### config.mk
export PLATFORM = sky130hd
export DESIGN_NAME = seq_detector
export DESIGN_NICKNAME = d
export VERILOG_FILES = /design/src/rtl/seq_detector.sv
export SDC_FILE = /design/constraint.sdc
export NUM_CORES = 1
export LEC_CHECK = 0
export CAP_MARGIN = 20
export CORE_UTILIZATION = 25
export CTS_BUF_LIST = sky130_fd_sc_hd__clkbuf_8 sky130_fd_sc_hd__clkbuf_16
export CTS_CLUSTER_DIAMETER = 50
export DETAILED_ROUTE_END_ITERATION = 10
export HOLD_SLACK_MARGIN = 0.03
export SLEW_MARGIN = 20
export SYNTH_ARGS = -nofsm -noshare
export SYNTH_HDL_FRONTEND = slang
export SYNTH_SLANG_ARGS = --single-unit
### constraint.sdc
create_clock -name clk -period 5.5 [get_ports clk]
set_input_delay 1.65 -clock clk [delete_from_list [all_inputs] [get_ports clk]]
set_output_delay 1.65 -clock clk [all_outputs]
set_load 0.005 [all_outputs]
### src/rtl/seq_detector.sv
// -----------------------------------------------------------------------------
// seq_detector
//
// Parametrised Moore serial pattern detector. One bit of `in` is consumed on
// every clock edge where en=1. The state is the length k (0..PAT_W) of the
// longest pattern prefix that is a suffix of the bits seen so far. `out` is
// high while k == PAT_W. Mismatches fall back KMP-style, so a valid partial
// prefix is kept. The pattern is run-time loadable through pat_load.
//
// Optional feature macro: SEQDET_CNT_EN
//   defined   -> saturating match counter (match_cnt, cnt_sat) is built
//   undefined -> match_cnt and cnt_sat are tied to 0, no counter flops
//
// Parameters
//   PAT_W    pattern length, 2..16
//   PATTERN  pattern loaded by reset, MSB = oldest bit
//   OVERLAP  1: overlapping matches, 0: history discarded after a match
//   CNT_W    match counter width, 2..32
//
// Ports
//   clk        rising-edge clock
//   reset_n    synchronous active-low reset
//   en         sample strobe for `in`
//   in         serial data bit
//   pat_load   load pat_in as the new pattern (restarts detection and count)
//   pat_in     new pattern, MSB = oldest bit
//   out        registered match flag
//   match_cnt  matches since reset or pattern load (saturating)
//   cnt_sat    match_cnt has reached all-ones
// -----------------------------------------------------------------------------
module seq_detector #(
  parameter int              PAT_W   = 3,
  parameter logic [PAT_W-1:0] PATTERN = 3'b101,
  parameter bit              OVERLAP = 1'b1,
  parameter int              CNT_W   = 8
) (
  input  logic             clk,
  input  logic             reset_n,
  input  logic             en,
  input  logic             in,
  input  logic             pat_load,
  input  logic [PAT_W-1:0] pat_in,
  output logic             out,
  output logic [CNT_W-1:0] match_cnt,
  output logic             cnt_sat
);

  localparam int KW = $clog2(PAT_W + 1);
  localparam logic [KW-1:0] IDLE  = '0;
  localparam logic [KW-1:0] MATCH = KW'(PAT_W);

  logic [KW-1:0]    state_reg, state_next;
  logic [PAT_W-1:0] pat_reg, pat_next;
  logic             out_reg, out_next;

  // Pattern re-indexed so that bit t is the t-th oldest pattern bit, with one
  // spare zero bit on top so the history vector below can be PAT_W+1 wide.
  logic [PAT_W:0]   pat_fwd_ext;
  // Matched prefix followed by the incoming bit, oldest bit at index 0.
  logic [PAT_W:0]   hist;
  logic [KW-1:0]    k_from;
  logic [KW-1:0]    kmp_next;
  logic [PAT_W:0]   aligned;
  logic [PAT_W:0]   mask;

  genvar gi;

  assign pat_fwd_ext[PAT_W] = 1'b0;
  for (gi = 0; gi < PAT_W; gi++) begin : g_fwd
    assign pat_fwd_ext[gi] = pat_reg[PAT_W-1-gi];
  end

  // Without overlap, leaving MATCH behaves exactly like leaving IDLE.
  assign k_from = (state_reg == MATCH && !OVERLAP) ? IDLE : state_reg;

  // hist holds k_from pattern bits followed by `in`; bits above are zero.
  for (gi = 0; gi <= PAT_W; gi++) begin : g_hist
    assign hist[gi] = (k_from > KW'(gi)) ? pat_fwd_ext[gi]
                                         : ((k_from == KW'(gi)) & in);
  end

  // KMP fallback: try every candidate length j and keep the largest one whose
  // length-j suffix of hist equals the length-j pattern prefix. Shifting hist
  // right by (k_from+1-j) brings that suffix down to bit 0.
  always_comb begin
    kmp_next = IDLE;
    aligned  = '0;
    mask     = '0;
    for (int j = 1; j <= PAT_W; j++) begin
      if (j <= int'(k_from) + 1) begin
        aligned = hist >> (int'(k_from) + 1 - j);
        mask    = {(PAT_W + 1){1'b1}} >> (PAT_W + 1 - j);
        if (((aligned ^ pat_fwd_ext) & mask) == '0) begin
          kmp_next = KW'(j);
        end
      end
    end
  end

  // Next-state selection: pat_load beats en; en=0 holds everything.
  always_comb begin
    state_next = state_reg;
    pat_next   = pat_reg;
    out_next   = out_reg;
    if (pat_load) begin
      pat_next   = pat_in;
      state_next = IDLE;
      out_next   = 1'b0;
    end else if (en) begin
      state_next = kmp_next;
      out_next   = (kmp_next == MATCH);
    end
  end

  // out_reg always equals (state_reg == MATCH); it is kept as its own flop so
  // the flag is glitch-free rather than a decode of the state bits.
  always_ff @(posedge clk) begin
    if (!reset_n) begin
      state_reg <= IDLE;
      pat_reg   <= PATTERN;
      out_reg   <= 1'b0;
    end else begin
      state_reg <= state_next;
      pat_reg   <= pat_next;
      out_reg   <= out_next;
    end
  end

  assign out = out_reg;

`ifdef SEQDET_CNT_EN
  logic [CNT_W-1:0] cnt_reg, cnt_next;
  logic             cnt_inc;

  // Every enabled sample that lands in MATCH counts, which covers both a
  // fresh entry and staying in MATCH on an all-equal overlapping pattern.
  assign cnt_inc = !pat_load && en && (kmp_next == MATCH);

  always_comb begin
    cnt_next = cnt_reg;
    if (pat_load) begin
      cnt_next = '0;
    end else if (cnt_inc && !(&cnt_reg)) begin
      cnt_next = cnt_reg + CNT_W'(1);
    end
  end

  always_ff @(posedge clk) begin
    if (!reset_n) begin
      cnt_reg <= '0;
    end else begin
      cnt_reg <= cnt_next;
    end
  end

  assign match_cnt = cnt_reg;
  assign cnt_sat   = &cnt_reg;
`else
  assign match_cnt = '0;
  assign cnt_sat   = 1'b0;
`endif

endmodule

Word level (Yosys, flattened, before mapping)
Cells that the tools add are included.
{"block": "word_totals", "register_bits": 6, "inputBits": 8, "output_inout_bits": 10, "word_cells": 44}
{"block": "classes", "addsub": 4, "magnitude_cmp": 7, "eq_ne": 4, "shift": 3, "mux": 10, "bitwise": 8, "n_reduce_logical": 5}
{"op": "less-or-equal comparator 3 x 32 -> 1 bit (first input constant)", "n": 2}
{"op": "less-or-equal comparator 2 x 32 -> 1 bit (first input constant)", "n": 1}
{"op": "right shift 4 x 32 -> 1 bit", "n": 1}
{"op": "right shift 4 x 32 -> 2 bit", "n": 1}
{"op": "right shift 4 x 32 -> 3 bit", "n": 1}
{"op": "subtractor 32 x 2 -> 32 bit (second input constant)", "n": 1}
{"op": "subtractor 32 x 3 -> 32 bit (second input constant)", "n": 1}
{"op": "zero test 4 bit", "n": 3}
{"op": "two-way mux 2 bit", "n": 5}
{"op": "equality test 2 bit (second input constant)", "n": 3}
{"op": "two-way mux 1 bit", "n": 5}
{"op": "bitwise AND 1 bit", "n": 4}
{"op": "greater-than comparator 2 x 1 -> 1 bit (second input constant)", "n": 2}
{"op": "greater-than comparator 2 bit (second input constant)", "n": 2}
{"op": "subtractor 3 x 2 -> 4 bit (second input constant)", "n": 1}
{"op": "adder 2 x 1 -> 3 bit (second input constant)", "n": 1}
{"op": "XOR 3 bit", "n": 1}
{"op": "equality test 2 x 1 -> 1 bit (second input constant)", "n": 1}
{"op": "zero test 2 bit", "n": 1}
{"op": "OR reduction 2 bit", "n": 1}
{"op": "XOR 2 bit", "n": 1}
{"op": "inverter 1 bit", "n": 1}
{"op": "XOR 1 bit", "n": 1}

Logic depth before layout (Yosys ltp)
Gate-level depths: netlist (run 1).
{"block": "logic_depth", "ltp_word": 13, "ltp_mapped": 11, "mapped_depth_nobuf": 9}

Least setup slack after synthesis (run 1)
OpenSTA, ideal clock, no wires.
{"block": "synth_path", "path_kind": "in2reg", "start": "input port in", "end": "register state_reg[0] (netlist: k_from[0])", "setup_time_ns": 0.120, "t_arrival_ns": 2.944, "required_ns": 5.380, "slack_ns": 2.437, "cell_stages": 9, "n_path_buf": 2, "cell_sequence": "buf_4 > nand3b_2 > and2_1 > buf_6 > a211oi_1 > o31a_1 > o21ai_2 > nor3_2 > a211o_1"}
{"block": "synth_between", "elab_chain_len": 11, "word_cells_on_any_way": 23, "classes_between": "shift (3); mux (10); bitwise (7); reduce/logical (3)"}
{"element": "from (decl)", "line_no": "40", "source": "input logic in,"}
{"element": "bitwise AND 1 bit", "line_no": "79", "source": ": ((k_from == KW'(gi)) & in);"}
{"element": "two-way mux 1 bit", "line_no": "78", "source": "assign hist[gi] = (k_from > KW'(gi)) ? pat_fwd_ext[gi]"}
{"element": "right shift 4 x 32 -> 1 bit", "line_no": "91", "source": "aligned = hist >> (int'(k_from) + 1 - j);"}
{"element": "XOR 1 bit", "line_no": "93", "source": "if (((aligned ^ pat_fwd_ext) & mask) == '0) begin"}
{"element": "zero test 4 bit", "line_no": "93"}
{"element": "two-way mux 1 bit", "line_no": "93"}
{"element": "two-way mux 2 bit", "line_no": "90", "source": "if (j <= int'(k_from) + 1) begin"}
{"element": "two-way mux 2 bit", "line_no": "93"}
{"element": "two-way mux 2 bit", "line_no": "90"}
{"element": "two-way mux 2 bit", "line_no": "93"}
{"element": "two-way mux 2 bit *", "line_no": "90"}
{"element": "to (signal assigned)", "line_no": "123", "source": "state_reg <= state_next;"}
{"element": "to (decl)", "line_no": "52", "source": "logic [KW-1:0] state_reg, state_next;"}
Mark *: on every way between the ends. The rest lies on a longest branch, timed or not.
A chain may end at the register's enable or synchronous reset.

Worst setup path after layout (run 1)
Same ends and word-level chain as after synthesis.

==> impl_metrics.env, run 1 <==
export IMPL_yosysSeqAreaShare=0.126
export IMPL_worstSetupPathType="in2reg"
export IMPL_root_buffer="clkbuf_8"
export IMPL_cts_sinks=6
export IMPL_setup_tns_ns=0
export IMPL_cts_buffers=3
export IMPL_finalCritPeriodShare=0.651
export IMPL_clk_latency_ns=0.22
export IMPL_async_flop_share=0
export IMPL_crit_fanout=9
export IMPL_clockBufferDepth=2
export IMPL_drt_first_pass_iters=4
export IMPL_layout_drive_gt1_share=0.104
export IMPL_clkSlewWorstSetupHoldPaths_ns=0.04
export IMPL_route_detailed_drc=0
export IMPL_io_buffers=8
export IMPL_die_h_um=63.7
export IMPL_r2r_end="k_from[0]"
export IMPL_postRouteAntennaNets=0
export IMPL_n_fill_cell=390
export IMPL_synth_area_leaders="dfxtp_1 (13%), ha_1 (9.2%), buf_4 (8.7%)"
export IMPL_syn_area_per_cell_um2=7.80
export IMPL_power_density_nw_per_um2=156
export IMPL_reg2reg_from="k_from[0]"
export IMPL_nets=142
export IMPL_grt_pass1_wl_um=3410
export IMPL_grt_overflow=0
export IMPL_drv_cap=0
export IMPL_synth_edff_count=0
export IMPL_die_x_um=63.7
export IMPL_cp_start_kind="primary input"
export IMPL_total_power_w=0.000163
export IMPL_reg2regPathDepth=9
export IMPL_setup_viol=0
export IMPL_hold_end="out"
export IMPL_groute_usage_overall=0.104
export IMPL_largest_register_ffs=3
export IMPL_p_clk_frac=0.399
export IMPL_synth_common_cells="a21oi_1 (14), buf_4 (11), nand2_1 (9)"
export IMPL_fin_skew_ns=0.00212
export IMPL_cp_arrival_ns=3.68
export IMPL_grt_max_degree=20
export IMPL_met2_usage=0.166
export IMPL_antenna_found_initial=0
export IMPL_die_area_um2=4060
export IMPL_p_switching_w=0.0000496
export IMPL_initialDrtViolationCount=21
export IMPL_required_ns=5.60
export IMPL_slew_viol_final=0
export IMPL_p_sw_frac=0.305
export IMPL_combPwrFrac=0.279
export IMPL_totalWireLength_um=2000
export IMPL_gp_congestion=0.801
export IMPL_r2r_slack_ns=2.29
export IMPL_yosys_area_top_type="dfxtp_1"
export IMPL_tightest_slew_ns=0.663
export IMPL_fin_ws_ns=1.92
export IMPL_seqPwrFrac=0.322
export IMPL_grt_pass1_vias=803
export IMPL_worst_hold_path_type="reg2reg"
export IMPL_syn_area_um2=952
export IMPL_internal_power_w=0.000113
export IMPL_dp_hpwl_um=1490
export IMPL_synth_most_common_cell="a21oi_1"
export IMPL_rows=22
export IMPL_slew_headroom=0.558
export IMPL_ir_drop_v=0.000106
export IMPL_area_delta_synth_final_pct=9.72
export IMPL_busiest_layer="met2"
export IMPL_antenna_cells=0
export IMPL_rsz0062_at_grt="no"
export IMPL_ys_flop_type="dfxtp_1"
export IMPL_vias_per_cell=4.83
export IMPL_wl_per_cell_um=11.6
export IMPL_end_kind="flip-flop"
export IMPL_hp_start="out"
export IMPL_hold_viol=0
export IMPL_max_freq_ghz=0.279
export IMPL_vias=835
export IMPL_htree_levels=1
export IMPL_netlist_area_leader_share=0.126
export IMPL_ys_warnings_count=0
export IMPL_yosysUniqueCellTypes=51
export IMPL_synth_cells=122
export IMPL_place_ws_ns=1.70
export IMPL_cts_tree="built"
export IMPL_ys_ff_latch=6
export IMPL_power_leakage_nw=0.395
export IMPL_start_util=0.260
export IMPL_hold_depth=1
export IMPL_finish_utilization=0.285
export IMPL_ctsHoldBuffers=0
export IMPL_cts_resized=0
export IMPL_period_needed_ns=3.58
export IMPL_core_area_um2=3660
export IMPL_outcome="complete, no violations"
export IMPL_met3_usage=0.0109
export IMPL_top_level_ports=18
export IMPL_met1_usage=0.128
export IMPL_cts_setup_buffers=0
==> kinds of logic after synthesis <==
kind of cell / share of synthesized area
flops: 0.126
buf+inv: 0.152
mux: 0.0434
simple gates: 0.240
xor+xnor: 0.00920
other cells: 0.00394
compound gates: 0.332
fa+ha+maj: 0.0920
==> how the worst max path moves through the flow <==
stage,from,to,slack [ns],depth (start not counted)
2_1_floorplan,in,k_from[0],2.44,9
5_1_grt,in,out,1.78,8
3_5_place_dp,in,out,1.70,8
4_1_cts,in,k_from[0],1.94,8
3_3_place_gp,in,out,1.72,8
6_report,in,k_from[0],1.92,8
==> area by class of cell <==
cell class,count,area [um2],share of cell area
inverter,7,26.3,0.0251
multi-input combinational,101,717,0.686
timing repair buffer,8,80.1,0.0766
clock buffer,3,41.3,0.0395
sequential,6,120,0.115
tap,48,60.1,0.0575
==> layout by cell type, fill, tap and decap left out, types with 2 or more instances in the layout <==
cell	instances
inv_1	7
clkbuf_8	3
nand3_1	3
nand3b_2	2
ha_1	7
conb_1	9
clkdlybuf4s50_1	8
nand2_1	9
o211ai_1	3
nor4_1	2
o22ai_1	3
a211oi_1	2
and2_1	2
nand2b_1	4
nor2_1	5
dfxtp_1	6
o21bai_1	2
nand3b_1	2
mux2i_1	3
a21oi_1	14
==> worst max-delay path, cell delays in order <==
cell,delay [ns]
clkdlybuf4s50_1,0.66
nand2_1,0.19
a31oi_2,0.34
o211ai_1,0.13
a21boi_1,0.14
o22ai_1,0.19
a21oi_1,0.12
a211o_1,0.26
==> per-layer routing <==
metal  vias up  share of wire
met1       384           0.50
met3         2          0.012
met4         0          0.010
li1        436              -
met5         -              0
met2        13           0.48
==> stage by stage <==
stage	cells	hold WS, ns	area, um2
global placement	170	0.502	1000
finish	173	0.517	1040
floorplan	130	0.506	982
CTS	173	0.523	1040
detailed placement	170	0.506	1000
global route	173	0.555	1040
==> power by group through the flow <==
stage	sequential (W)	combinational, W	clock [W]
final	0.0000524	0.0000454	0.0000650
after global routing	0.0000531	0.0000509	0.0000698
after CTS	0.0000523	0.0000452	0.0000666
after detailed placement	0.0000530	0.0000449	0
after global placement	0.0000531	0.0000452	0
after floorplan	0.0000483	0.0000440	0
Note: power is estimated with default switching activity, not from simulation.
==> run 2, diff against run 1 <==
clock period = 3.38 ns   (was 5.5 ns; I/O delays follow)
==> impl_metrics.env, run 2 (synthesis gave the netlist of run 1 again) <==
export IMPL_groute_usage_overall=0.104
export IMPL_area_delta_synth_final_pct=10.5
export IMPL_grt_overflow=0
export IMPL_totalWireLength_um=1950
export IMPL_crit_fanout=9
export IMPL_cpMaxStageDelayCell="clkdlybuf4s50_1"
export IMPL_nets=143
export IMPL_final_common_cell="a21oi_1"
export IMPL_n_fill_cell=398
export IMPL_slew_viol_final=0
export IMPL_worstSetupPathType="in2reg"
export IMPL_power_density_nw_per_um2=255
export IMPL_die_area_um2=4060
export IMPL_ctsHoldBuffers=0
export IMPL_cts_buffers=3
export IMPL_antenna_found_initial=0
export IMPL_mostFrequentLayoutCells="a21oi_1 (14), nand2_1 (9), conb_1 (9)"
export IMPL_initialDrtViolationCount=16
export IMPL_max_freq_ghz=0.341
export IMPL_core_area_um2=3660
export IMPL_slew_headroom=0.666
export IMPL_wl_per_cell_um=11.2
export IMPL_power_leakage_nw=0.401
export IMPL_tightest_slew_ns=0.502
export IMPL_htree_levels=1
export IMPL_multi_input_area_um2=717
export IMPL_period_needed_ns=2.93
export IMPL_largest_register_ffs=3
export IMPL_hold_viol=0
export IMPL_cts_resized=0
export IMPL_antenna_cells=0
export IMPL_place_area_um2=1010
export IMPL_drv_cap=0
export IMPL_drt_first_pass_iters=4
export IMPL_root_buffer="clkbuf_8"
export IMPL_max_stage_delay_ns=0.67
export IMPL_rsz0062_at_grt="no"
export IMPL_worst_hold_path_type="reg2reg"
export IMPL_layout_drive_gt1_share=0.111
export IMPL_dp_hpwl_um=1460
export IMPL_finalCritPeriodShare=0.867
export IMPL_cts_setup_buffers=0
export IMPL_cp_arrival_ns=3.05
export IMPL_clockBufferDepth=2
export IMPL_gp_congestion=0.793
export IMPL_outcome="complete, no violations"
export IMPL_fin_skew_ns=0.00472
export IMPL_vias_per_cell=4.94
export IMPL_setup_tns_ns=0
export IMPL_die_x_um=63.7
export IMPL_finalInstanceArea_um2=1050
export IMPL_cts_sinks=6
export IMPL_grt_pass1_vias=787
export IMPL_rows=22
export IMPL_end_kind="flip-flop"
export IMPL_top_level_ports=18
export IMPL_route_detailed_drc=0
export IMPL_final_seq_area_um2=120
export IMPL_postRouteAntennaNets=0
export IMPL_cp_start_kind="primary input"
export IMPL_ir_drop_v=0.000173
export IMPL_crit_chain="clkdlybuf4s50_1, nand2_1, a311oi_2, o21bai_1, a2111oi_4, o21ai_2, a221oi_1"
export IMPL_grt_max_degree=19
export IMPL_clkSlewWorstSetupHoldPaths_ns=0.03
export IMPL_required_ns=3.50
export IMPL_die_h_um=63.7
export IMPL_start_util=0.260
export IMPL_io_buffers=8
export IMPL_setup_viol=0
export IMPL_vias=860
export IMPL_clk_latency_ns=0.23
export IMPL_grt_pass1_wl_um=3430
export IMPL_cts_tree="built"
run 2: cell type report:
type,instances,area share
clock buffer,3,0.0392
inverter,7,0.0250
multi-input combinational,101,0.681
sequential,6,0.114
tap,48,0.0571
timing repair buffer,9,0.0832
run 2: per-stage QoR:
step	worst slack [ns]	power [W]	hold WS, ns	util	std cells
after floorplan	0.884	0.000150	0.506	-	130
after global placement	0.223	0.000162	0.510	0.276	171
after detailed placement	0.217	0.000160	0.520	0.276	171
after CTS	0.450	0.000271	0.527	0.287	174
after global routing	0.309	0.000288	0.535	0.287	174
final	0.451	0.000268	0.520	0.287	174
run 2: per-layer routing:
metal	GRT usage	wire, um	up-vias
li1	-	-	443
met1	0.131	900	391
met2	0.178	958	24
met3	0.0272	78	2
met4	0.0199	10	0
met5	0	0	-
run 2: power by group:
part           internal, W  switching, W  total (W)
registers        0.0000745    0.00000706  0.0000816
clock network    0.0000766     0.0000319   0.000109
logic            0.0000342     0.0000439  0.0000781
total             0.000185     0.0000829   0.000268
run 2: critical path, delay by kind of cell:
kind | cells | cell delay (ns)
buf+inv | 1 | 0.67
compound gates | 5 | 1.17
simple gates | 1 | 0.19
run 2: worst paths after layout:
path                  start        end  slack [ns]  cells after the start
hold reg to reg         out        out        0.52                      1
setup / recovery         in  k_from[1]        0.45                      7
setup reg to reg  k_from[1]  k_from[1]        0.72                      8
hold / removal          out        out        0.52                      1
